## config.mk

```make
export PLATFORM = sky130hd
export DESIGN_NAME = ibex_div_iter
export DESIGN_NICKNAME = d
export VERILOG_FILES = /design/src/rtl/ibex_pkg.sv /design/src/rtl/ibex_div_iter.sv
export SDC_FILE = /design/constraint.sdc
export NUM_CORES = 1
export LEC_CHECK = 0
export ABC_CLOCK_PERIOD_IN_PS = 9500
export CELL_PAD_IN_SITES_DETAIL_PLACEMENT = 1
export CELL_PAD_IN_SITES_GLOBAL_PLACEMENT = 1
export CORE_ASPECT_RATIO = 1.75
export CORE_MARGIN = 4
export CORE_UTILIZATION = 40
export CTS_CLUSTER_SIZE = 20
export DETAILED_ROUTE_END_ITERATION = 8
export PLACE_DENSITY = 0.85
export SYNTH_ARGS = -nofsm -noshare
export SYNTH_HDL_FRONTEND = slang
export SYNTH_SLANG_ARGS = --single-unit
```

## constraint.sdc

```tcl
create_clock -name clk_i -period 9.5 [get_ports clk_i]
set_clock_uncertainty 0.2 [all_clocks]
set_input_delay 1.9 -clock clk_i [delete_from_list [all_inputs] [get_ports clk_i]]
set_output_delay 1.9 -clock clk_i [all_outputs]
set_load 0.02 [all_outputs]
```

## src/rtl/ibex_pkg.sv

```systemverilog
// Shared ibex types: multiply/divide op codes and divider FSM states.
// Pure declarations; no logic, no latency, no flow control.
package ibex_pkg;

  typedef enum logic [1:0] {
    MD_OP_MULL,
    MD_OP_MULH,
    MD_OP_DIV,
    MD_OP_REM
  } md_op_e;

  typedef enum logic [1:0] {
    DIV_IDLE,
    DIV_PREP,
    DIV_ITER,
    DIV_FINISH
  } div_fsm_e;

  parameter int unsigned DIV_MAX_WIDTH = 64;

endpackage

```

## src/rtl/ibex_div_iter.sv

```systemverilog
// Iterative radix-2 restoring divider (DIV/DIVU/REM/REMU), Width+2 cycles, or 2 on early-out/MUL ops.
// Result is held until out_ready_i; in_ready_o is only high in IDLE; kill_i aborts from any state.
module ibex_div_iter
  import ibex_pkg::*;
#(
  parameter int unsigned Width    = 32,
  parameter bit          EarlyOut = 1'b1
) (
  input  logic             clk_i,
  input  logic             rst_ni,
  input  logic             in_valid_i,
  output logic             in_ready_o,
  input  md_op_e           op_i,
  input  logic             signed_i,
  input  logic [Width-1:0] op_a_i,
  input  logic [Width-1:0] op_b_i,
  input  logic             kill_i,
  output logic             out_valid_o,
  input  logic             out_ready_i,
  output logic [Width-1:0] result_o,
  output logic             out_err_o,
  output logic             busy_o
);

  localparam int unsigned      CntW   = $clog2(Width + 1);
  localparam logic [CntW-1:0]  CntOne = 1;
  localparam logic [Width-1:0] MinVal = {1'b1, {(Width-1){1'b0}}};

  div_fsm_e         state_q;
  md_op_e           op_q;
  logic             signed_q;
  logic [Width-1:0] a_q, b_q;
  logic [Width-1:0] quo_q, div_q, rem_q;
  logic [CntW-1:0]  cnt_q;
  logic             quo_neg_q, rem_neg_q;
  logic             out_valid_q, out_err_q;
  logic [Width-1:0] result_q;

  logic             a_neg, b_neg, div_zero, sgn_ovf, is_mul;
  logic [Width-1:0] a_abs, b_abs;
  logic [Width:0]   shifted, trial;
  logic             trial_ge;
  logic [Width-1:0] fin_res;

  assign a_neg    = signed_q & a_q[Width-1];
  assign b_neg    = signed_q & b_q[Width-1];
  assign a_abs    = a_neg ? -a_q : a_q;
  assign b_abs    = b_neg ? -b_q : b_q;
  assign div_zero = (b_q == '0);
  assign sgn_ovf  = signed_q & (a_q == MinVal) & (b_q == '1);
  assign is_mul   = (op_q == MD_OP_MULL) || (op_q == MD_OP_MULH);

  // One restoring step: bring in the next dividend bit, keep the difference if it did not borrow.
  assign shifted  = {rem_q, quo_q[Width-1]};
  assign trial    = shifted - {1'b0, div_q};
  assign trial_ge = (shifted >= {1'b0, div_q});

  always_comb begin
    fin_res = '0;
    if (is_mul) begin
      fin_res = '0;
    end else if (div_zero) begin
      fin_res = (op_q == MD_OP_DIV) ? '1 : a_q;
    end else if (sgn_ovf) begin
      fin_res = (op_q == MD_OP_DIV) ? a_q : '0;
    end else if (op_q == MD_OP_DIV) begin
      fin_res = quo_neg_q ? -quo_q : quo_q;
    end else begin
      fin_res = rem_neg_q ? -rem_q : rem_q;
    end
  end

  always_ff @(posedge clk_i or negedge rst_ni) begin
    if (!rst_ni) begin
      state_q     <= DIV_IDLE;
      op_q        <= MD_OP_MULL;
      signed_q    <= 1'b0;
      a_q         <= '0;
      b_q         <= '0;
      quo_q       <= '0;
      div_q       <= '0;
      rem_q       <= '0;
      cnt_q       <= '0;
      quo_neg_q   <= 1'b0;
      rem_neg_q   <= 1'b0;
      out_valid_q <= 1'b0;
      out_err_q   <= 1'b0;
      result_q    <= '0;
    end else if (kill_i) begin
      state_q     <= DIV_IDLE;
      out_valid_q <= 1'b0;
      out_err_q   <= 1'b0;
    end else begin
      case (state_q)
        DIV_IDLE: begin
          if (in_valid_i) begin
            op_q     <= op_i;
            signed_q <= signed_i;
            a_q      <= op_a_i;
            b_q      <= op_b_i;
            state_q  <= DIV_PREP;
          end
        end
        DIV_PREP: begin
          quo_q     <= a_abs;
          div_q     <= b_abs;
          rem_q     <= '0;
          cnt_q     <= CntW'(Width);
          quo_neg_q <= a_neg ^ b_neg;
          rem_neg_q <= a_neg;
          if (is_mul || (EarlyOut && (div_zero || sgn_ovf))) begin
            state_q <= DIV_FINISH;
          end else begin
            state_q <= DIV_ITER;
          end
        end
        DIV_ITER: begin
          rem_q <= trial_ge ? trial[Width-1:0] : shifted[Width-1:0];
          quo_q <= {quo_q[Width-2:0], trial_ge};
          cnt_q <= cnt_q - CntOne;
          if (cnt_q == CntOne) begin
            state_q <= DIV_FINISH;
          end
        end
        DIV_FINISH: begin
          // First FINISH cycle applies signs and registers the result; then wait for the consumer.
          if (!out_valid_q) begin
            out_valid_q <= 1'b1;
            result_q    <= fin_res;
            out_err_q   <= is_mul;
          end else if (out_ready_i) begin
            out_valid_q <= 1'b0;
            out_err_q   <= 1'b0;
            state_q     <= DIV_IDLE;
          end
        end
        default: state_q <= DIV_IDLE;
      endcase
    end
  end

  assign in_ready_o  = (state_q == DIV_IDLE);
  assign busy_o      = (state_q != DIV_IDLE);
  assign out_valid_o = out_valid_q;
  assign out_err_o   = out_err_q;
  assign result_o    = result_q;

endmodule

```

==> results of run 1 <==
==> worst paths after layout <==
kind,endpoint,slack [ps],depth (start not counted)
min,div_q[8]$_DFFE_PN0P_,280,2
max,result_o[29]$_DFFE_PN0P_,5060,8
max reg2reg,rem_q[16]$_DFFE_PN0P_,5160,9
min reg2reg,div_q[8]$_DFFE_PN0P_,280,2
max in group asynchronous,rem_q[16]$_DFFE_PN0P_,6380,2
min in group asynchronous,b_q[31]$_DFFE_PN0P_,1190,1
==> kinds of logic (layout without fill, tap and decap cells) <==
family | count (synthesis) | after routing | share of synthesized area (%)
DFF | 207 | 207 | 37.0
buffers and inverters | 166 | 226 | 4.72
AOI/OAI and AO/OA | 459 | 459 | 20.9
adders and majority gates | 45 | 45 | 4.07
and+or+nand+nor | 514 | 514 | 17.8
muxes | 83 | 83 | 6.57
xor gates and xnor gates | 143 | 143 | 8.94
==> metal layers <==
| layer | track usage (%) | wire (um) | up-vias |
|---|---|---|---|
| li1 | - | - | 5930 |
| met1 | 25.6 | 16500 | 6501 |
| met5 | 0 | 8 | - |
| met2 | 48.1 | 26700 | 377 |
| met3 | 2.92 | 1850 | 185 |
| met4 | 17.4 | 4010 | 2 |
==> layout make-up <==
class	instances	area, um2	area share (%)
Clock buffer	32	659	4.08
Inverter	60	225	1.39
Clock inverter	9	121	0.751
Multi-Input combinational cell	1244	8190	50.7
Timing Repair Buffer	125	1210	7.49
Tap cell	460	576	3.56
Sequential cell	207	5180	32.0
==> sequential cells by signal (all words and copies together), names as in the netlist <==
signal       count
out_err_o        1
cnt_q            6
op_q             2
out_valid_o      1
state_q          2
quo_neg_q        1
div_q           32
b_q             32
rem_neg_q        1
quo_q           32
result_o        32
rem_q           32
signed_q         1
a_q             32
==> through the flow <==
| stage | util [%] | hold WS (ps) | setup WS, ps | cells |
|---|---|---|---|---|
| after detailed placement | 44.5 | 271 | 4530 | 2096 |
| final | 46.8 | 279 | 5060 | 2137 |
| after global routing | 46.8 | 311 | 4890 | 2137 |
| after floorplan | - | 250 | 5820 | 1617 |
| after CTS | 46.8 | 285 | 5090 | 2137 |
| after global placement | 44.5 | 262 | 4700 | 2096 |
==> synth_stat cells, types with 7 or more instances <==
cell type / n / area [um2]
a211oi_1: 7 / 52.6
a21o_1: 23 / 173
a21oi_1: 92 / 460
a22o_1: 9 / 78.8
a31oi_1: 16 / 100
a41oi_1: 7 / 61.3
and2_1: 11 / 68.8
and3_1: 12 / 75.1
buf_1: 8 / 30.0
clkbuf_1: 87 / 327
dfrtp_1: 207 / 5180
ha_1: 44 / 551
inv_1: 60 / 225
mux2_2: 72 / 811
mux2i_1: 11 / 110
nand2_1: 199 / 747
nand2b_1: 11 / 68.8
nand3_1: 35 / 175
nand4_1: 37 / 231
nor2_1: 91 / 342
nor2b_1: 8 / 50.1
nor3_1: 37 / 185
nor4_1: 10 / 62.6
o211ai_1: 32 / 240
o21ai_0: 145 / 726
o311ai_0: 8 / 70.1
o31ai_1: 46 / 345
o41ai_1: 14 / 123
or3_1: 18 / 113
or4_1: 15 / 113
xnor2_1: 65 / 569
xor2_1: 78 / 683
==> power by group through the flow <==
stage	combinational, uW	clock [uW]	sequential, uW
floorplan	2430	0	1620
global placement	3240	0	1810
detailed placement	3390	0	1840
CTS	3410	957	1830
global route	3770	991	1890
finish	3430	942	1840
==> critical path, cell delays in order <==
cell	delay [ps]
clkdlybuf4s50_1	570
nand3b_1	230
buf_4	280
nor2_1	390
nand2_4	110
nor2_1	800
o211ai_1	190
o211ai_1	160
==> impl_metrics.py, run 1 <==
metrics = {
    "worst_setup_path": {
        "cp-end-kind": "flop",
        "cp.required_ps": 9740,
        "cp_max_fo": 44,
        "cp-startpoint": "kill_i",
        "critical_path_class": "in2reg",
        "cp_data_arrival_time_ps": 4690,
        "start_kind": "input port",
        "crit-reg2reg-launch": "rem_q[17]$_DFFE_PN0P_",
    },
    "grt": {
        "antenna_found_initial": 1,
        "grt_max_degree": 93,
        "track_usage_pct": 25.6,
        "grt_pass1_vias": 14137,
        "grt_pass1_wl_mm": 78.2,
        "grt_overflow_total": 0,
    },
    "drt": {
        "vias": 12995,
        "routed_wirelength_mm": 49.1,
        "drc": 0,
        "ant_nets": 0,
        "drtIter0Drc": 555,
        "drt_pass1_iterations": 5,
        "avgRoutedWirePerCell_um": 23.0,
        "vias_per_cell": 6.08,
    },
    "pwr": {
        "leakagePower_uw": 0.00681,
        "power_density_mw_per_mm2": 384,
        "swShare_pct": 49.5,
        "total_power_uw": 6210,
        "clock_power_share_pct": 15.2,
        "internal_power_uw": 3130,
        "p_switching_uw": 3080,
        "power_frac_seq_pct": 29.6,
        "ir_drop_mv": 0.190,
        "combPwrFrac_pct": 55.2,
    },
    "clock_tree": {
        "clk_latency_ps": 560,
        "htree_levels": 1,
        "clk_pin_slew_worst_paths_ps": 60,
        "clockBufferDepth": 3,
        "tritoncts": "done",
        "post_cts_buffers": 0,
        "cts_made_buffers": 23,
        "cts_resized": 0,
        "clock-sinks": 207,
        "cts_hold_buf": 0,
        "root_buffer": "clkbuf_16",
    },
    "floorplanning": {
        "std_cell_rows": 90,
        "die_area_mm2": 0.0382,
        "dieWidth_um": 149,
        "chipHeight_um": 256,
        "initial_utilization_pct": 40.5,
        "coreArea_mm2": 0.0346,
        "ios": 108,
    },
    "cells_and_area": {
        "n_antenna_cell": 0,
        "final_common_cell": "dfrtp_1",
        "layout-drive-gt1-share_pct": 9.30,
        "nFillCells": 4081,
        "area_delta_synth_final_pct": 15.3,
        "fin_nets": 1778,
        "final_area_mm2": 0.0162,
        "final_cell_mix": "dfrtp_1 (207), nand2_1 (199), o21ai_0 (145), clkdlybuf4s50_1 (106), a21oi_1 (92)",
    },
    "status": {
        "outcome": "finished clean",
    },
    "sta": {
        "fin_setup_tns_ps": 0,
        "finalMaxSlewViolations": 0,
        "worst_slew_pin_slew_ps": 1260,
        "relSlewSlack_pct": 15.9,
        "rsz0062_at_grt": "false",
        "fmax_ghz": 0.225,
        "fin_crit_sh_pct": 46.8,
        "finalSetupViolations": 0,
        "final.min_clock_period_ps": 4440,
        "finalHoldViolCount": 0,
    },
    "run": {
        "drv_cap": 0,
    },
    "logic_synthesis": {
        "synth_area_mm2": 0.0140,
        "synth_edf_count": 0,
        "synth_area_per_cell_um2": 8.67,
        "ys.flop_type": "dfrtp_1",
        "yosys_register_bits": 207,
        "synthCells": 1617,
        "yosysSeqAreaShare_pct": 37.0,
        "yosys_warnings": 0,
        "yosys.cell_types.count": 75,
        "syn_nets": 1734,
        "async_flop_share_pct": 100,
    },
    "hold_path": {
        "min_from": "div_q[8]$_DFFE_PN0P_",
        "hold_path_class": "reg2reg",
    },
    "place": {
        "dp_hpwl_mm": 37.2,
        "postPlaceCellArea_mm2": 0.0154,
        "port-buffer-count": 107,
        "gp_congestion": 0.945,
    },
}
Note: power is estimated with default switching activity, not from simulation.
==> run 2, diff against run 1 <==
--- a/config.mk
+++ b/config.mk
@@ -5,7 +5,7 @@
 export SDC_FILE = /design/constraint.sdc
 export NUM_CORES = 1
 export LEC_CHECK = 0
-export ABC_CLOCK_PERIOD_IN_PS = 9500
+export ABC_CLOCK_PERIOD_IN_PS = 4540
 export CELL_PAD_IN_SITES_DETAIL_PLACEMENT = 1
 export CELL_PAD_IN_SITES_GLOBAL_PLACEMENT = 1
 export CORE_ASPECT_RATIO = 1.75
==> constraint.sdc (replaced) <==
create_clock -name clk_i -period 4.54 [get_ports clk_i]
set_clock_uncertainty 0.2 [all_clocks]
set_input_delay 0.908 -clock clk_i [delete_from_list [all_inputs] [get_ports clk_i]]
set_output_delay 0.908 -clock clk_i [all_outputs]
set_load 0.02 [all_outputs]
==> run 2 against run 1 <==
  * First-iteration DRC count increased by 12%
  * Sequential cell count unchanged
  * Largest cell class unchanged
  * Clock power rose by 100%
  * Routed wire length rose by 0.68%
  * Utilization rose by 0.19 points
  * Highest routed layer is now met4
==> impl_metrics.py, run 2 (synthesis gave the netlist of run 1 again) <==
metrics = {
    "sta": {
        "finalHoldViolCount": 0,
        "finalSetupViolations": 0,
        "fmax_ghz": 0.237,
        "finalMaxSlewViolations": 0,
        "final.min_clock_period_ps": 4210,
        "fin_crit_sh_pct": 92.8,
        "fin_setup_tns_ps": 0,
        "rsz0062_at_grt": "false",
        "relSlewSlack_pct": 25.0,
        "worst_slew_pin_slew_ps": 1120,
    },
    "worst_setup_path": {
        "cpPeakStageDelay_ps": 870,
        "cp.required_ps": 4730,
        "cp.buffers_inverters": 0,
        "cp_cell_sequence": "nor3_1, nor4bb_1, nand3_1, or4_1, nand2_4, nor2_1, a32oi_1, o21ai_0",
        "critical_path.top_delay_family": "simple AND/OR/NAND/NOR gates",
        "start_kind": "flop",
        "r2r.worst_path.cells": 8,
        "cp-end-kind": "flop",
        "crit_slowest_cell": "or4_1",
        "cp_data_arrival_time_ps": 4400,
        "r2r_setup_slack_ps": 330,
        "cp_num_cells": 8,
        "critical_path_class": "reg2reg",
        "cp_max_fo": 17,
    },
    "floorplanning": {
        "initial_utilization_pct": 40.5,
        "coreArea_mm2": 0.0346,
        "ios": 108,
        "std_cell_rows": 90,
        "die_area_mm2": 0.0382,
        "dieWidth_um": 149,
        "chipHeight_um": 256,
    },
    "drt": {
        "drc": 0,
        "drtIter0Drc": 622,
        "ant_nets": 0,
        "drt_pass1_iterations": 5,
        "avgRoutedWirePerCell_um": 23.0,
        "vias_per_cell": 6.03,
        "vias": 12937,
        "routed_wirelength_mm": 49.4,
    },
    "place": {
        "dp_hpwl_mm": 38.3,
        "gp_congestion": 0.964,
        "port-buffer-count": 107,
    },
    "cells_and_area": {
        "fin_nets": 1787,
        "layout-drive-gt1-share_pct": 9.66,
        "multi_input_area_mm2": 0.00819,
        "nFillCells": 4050,
        "seqCellArea_mm2": 0.00518,
        "final_cell_mix": "dfrtp_1 (207), nand2_1 (199), o21ai_0 (145), clkdlybuf4s50_1 (106), a21oi_1 (92)",
        "n_antenna_cell": 0,
        "area_delta_synth_final_pct": 15.8,
        "final_common_cell": "dfrtp_1",
    },
    "grt": {
        "grt_max_degree": 92,
        "antenna_found_initial": 0,
        "grt_overflow_total": 0,
        "track_usage_pct": 25.5,
        "grt_pass1_vias": 13832,
        "grt_pass1_wl_mm": 77.1,
    },
    "clock_tree": {
        "clk_pin_slew_worst_paths_ps": 60,
        "root_buffer": "clkbuf_16",
        "cts_resized": 0,
        "cts_made_buffers": 23,
        "cts_hold_buf": 0,
        "clk_latency_ps": 560,
        "post_cts_buffers": 0,
        "clockBufferDepth": 3,
        "clock-sinks": 207,
        "htree_levels": 1,
        "tritoncts": "done",
    },
    "pwr": {
        "power_frac_seq_pct": 29.3,
        "internal_power_uw": 6570,
        "ir_drop_mv": 0.328,
        "power_density_mw_per_mm2": 803,
        "clock_power_share_pct": 14.7,
        "leakagePower_uw": 0.00684,
        "swShare_pct": 49.5,
        "combPwrFrac_pct": 56.1,
        "total_power_uw": 13000,
        "p_switching_uw": 6450,
    },
    "hold_path": {
        "hold_path_class": "in2async",
    },
    "run": {
        "drv_cap": 0,
    },
    "status": {
        "outcome": "finished clean",
    },
}
## run 2: changes by cell type in the layout (fill, tap and decap cells not counted)
| cell | delta |
|---|---|
| bufinv_16 | -1 |
| clkbuf_1 | +3 |
| clkinv_2 | -1 |
| clkinvlp_4 | +2 |
| clkinv_4 | -3 |
| inv_6 | +1 |
| buf_4 | +7 |
| buf_12 | +2 |
## run 2: cell type report
type,instances,area share (%)
clock inverter,7,0.516
clock buffer,35,4.13
inverter,60,1.39
timing repair buffer,134,8.02
multi-input combinational,1244,50.5
tap,460,3.55
sequential,207,31.9
## run 2: power groups by stage
| stage | Sequential, uW | Combinational (uW) | Clock (uW) |
|---|---|---|---|
| 2_1_floorplan | 3400 | 5080 | 0 |
| 3_3_place_gp | 3760 | 7030 | 0 |
| 3_5_place_dp | 3810 | 7250 | 0 |
| 4_1_cts | 3790 | 7310 | 1940 |
| 5_1_grt | 3920 | 8010 | 2010 |
| 6_report | 3810 | 7300 | 1910 |
## run 2: worst register-to-register path, delay by kind of cell, from the launching register on
kind | cells | cell delay, ps
compound gates | 2 | 370
simple gates | 6 | 3020
flops | 1 | 470
## run 2: path summary, 6_finish.rpt
check,end,start
worst max-delay path,result_o[16]$_DFFE_PN0P_,a_q[24]$_DFFE_PN0P_
worst min-delay path,b_q[22]$_DFFE_PN0P_,rst_ni
worst max register to register,result_o[16]$_DFFE_PN0P_,a_q[24]$_DFFE_PN0P_
worst min register to register,div_q[16]$_DFFE_PN0P_,div_q[16]$_DFFE_PN0P_
max in group asynchronous,b_q[15]$_DFFE_PN0P_,rst_ni
min in group clk_i,div_q[16]$_DFFE_PN0P_,div_q[16]$_DFFE_PN0P_
## run 2: through the flow
stage / hold slack (ps) / std cells / instance area (um2) / utilization (%) / setup WS [ps]
floorplan: 250 / 1617 / 14000 / - / 1500
global placement: 265 / 2105 / 15500 / 44.8 / 534
detailed placement: 263 / 2105 / 15500 / 44.8 / 373
CTS: 226 / 2147 / 16200 / 46.9 / 355
global route: 259 / 2147 / 16200 / 46.9 / 265
finish: 177 / 2147 / 16200 / 46.9 / 328
## run 2: metal layers
layer | global-route usage [%] | share of wire [%]
met5 | 0 | 0
met4 | 20.8 | 9.9
met3 | 2.67 | 3.4
met2 | 46.7 | 53
met1 | 25.4 | 34
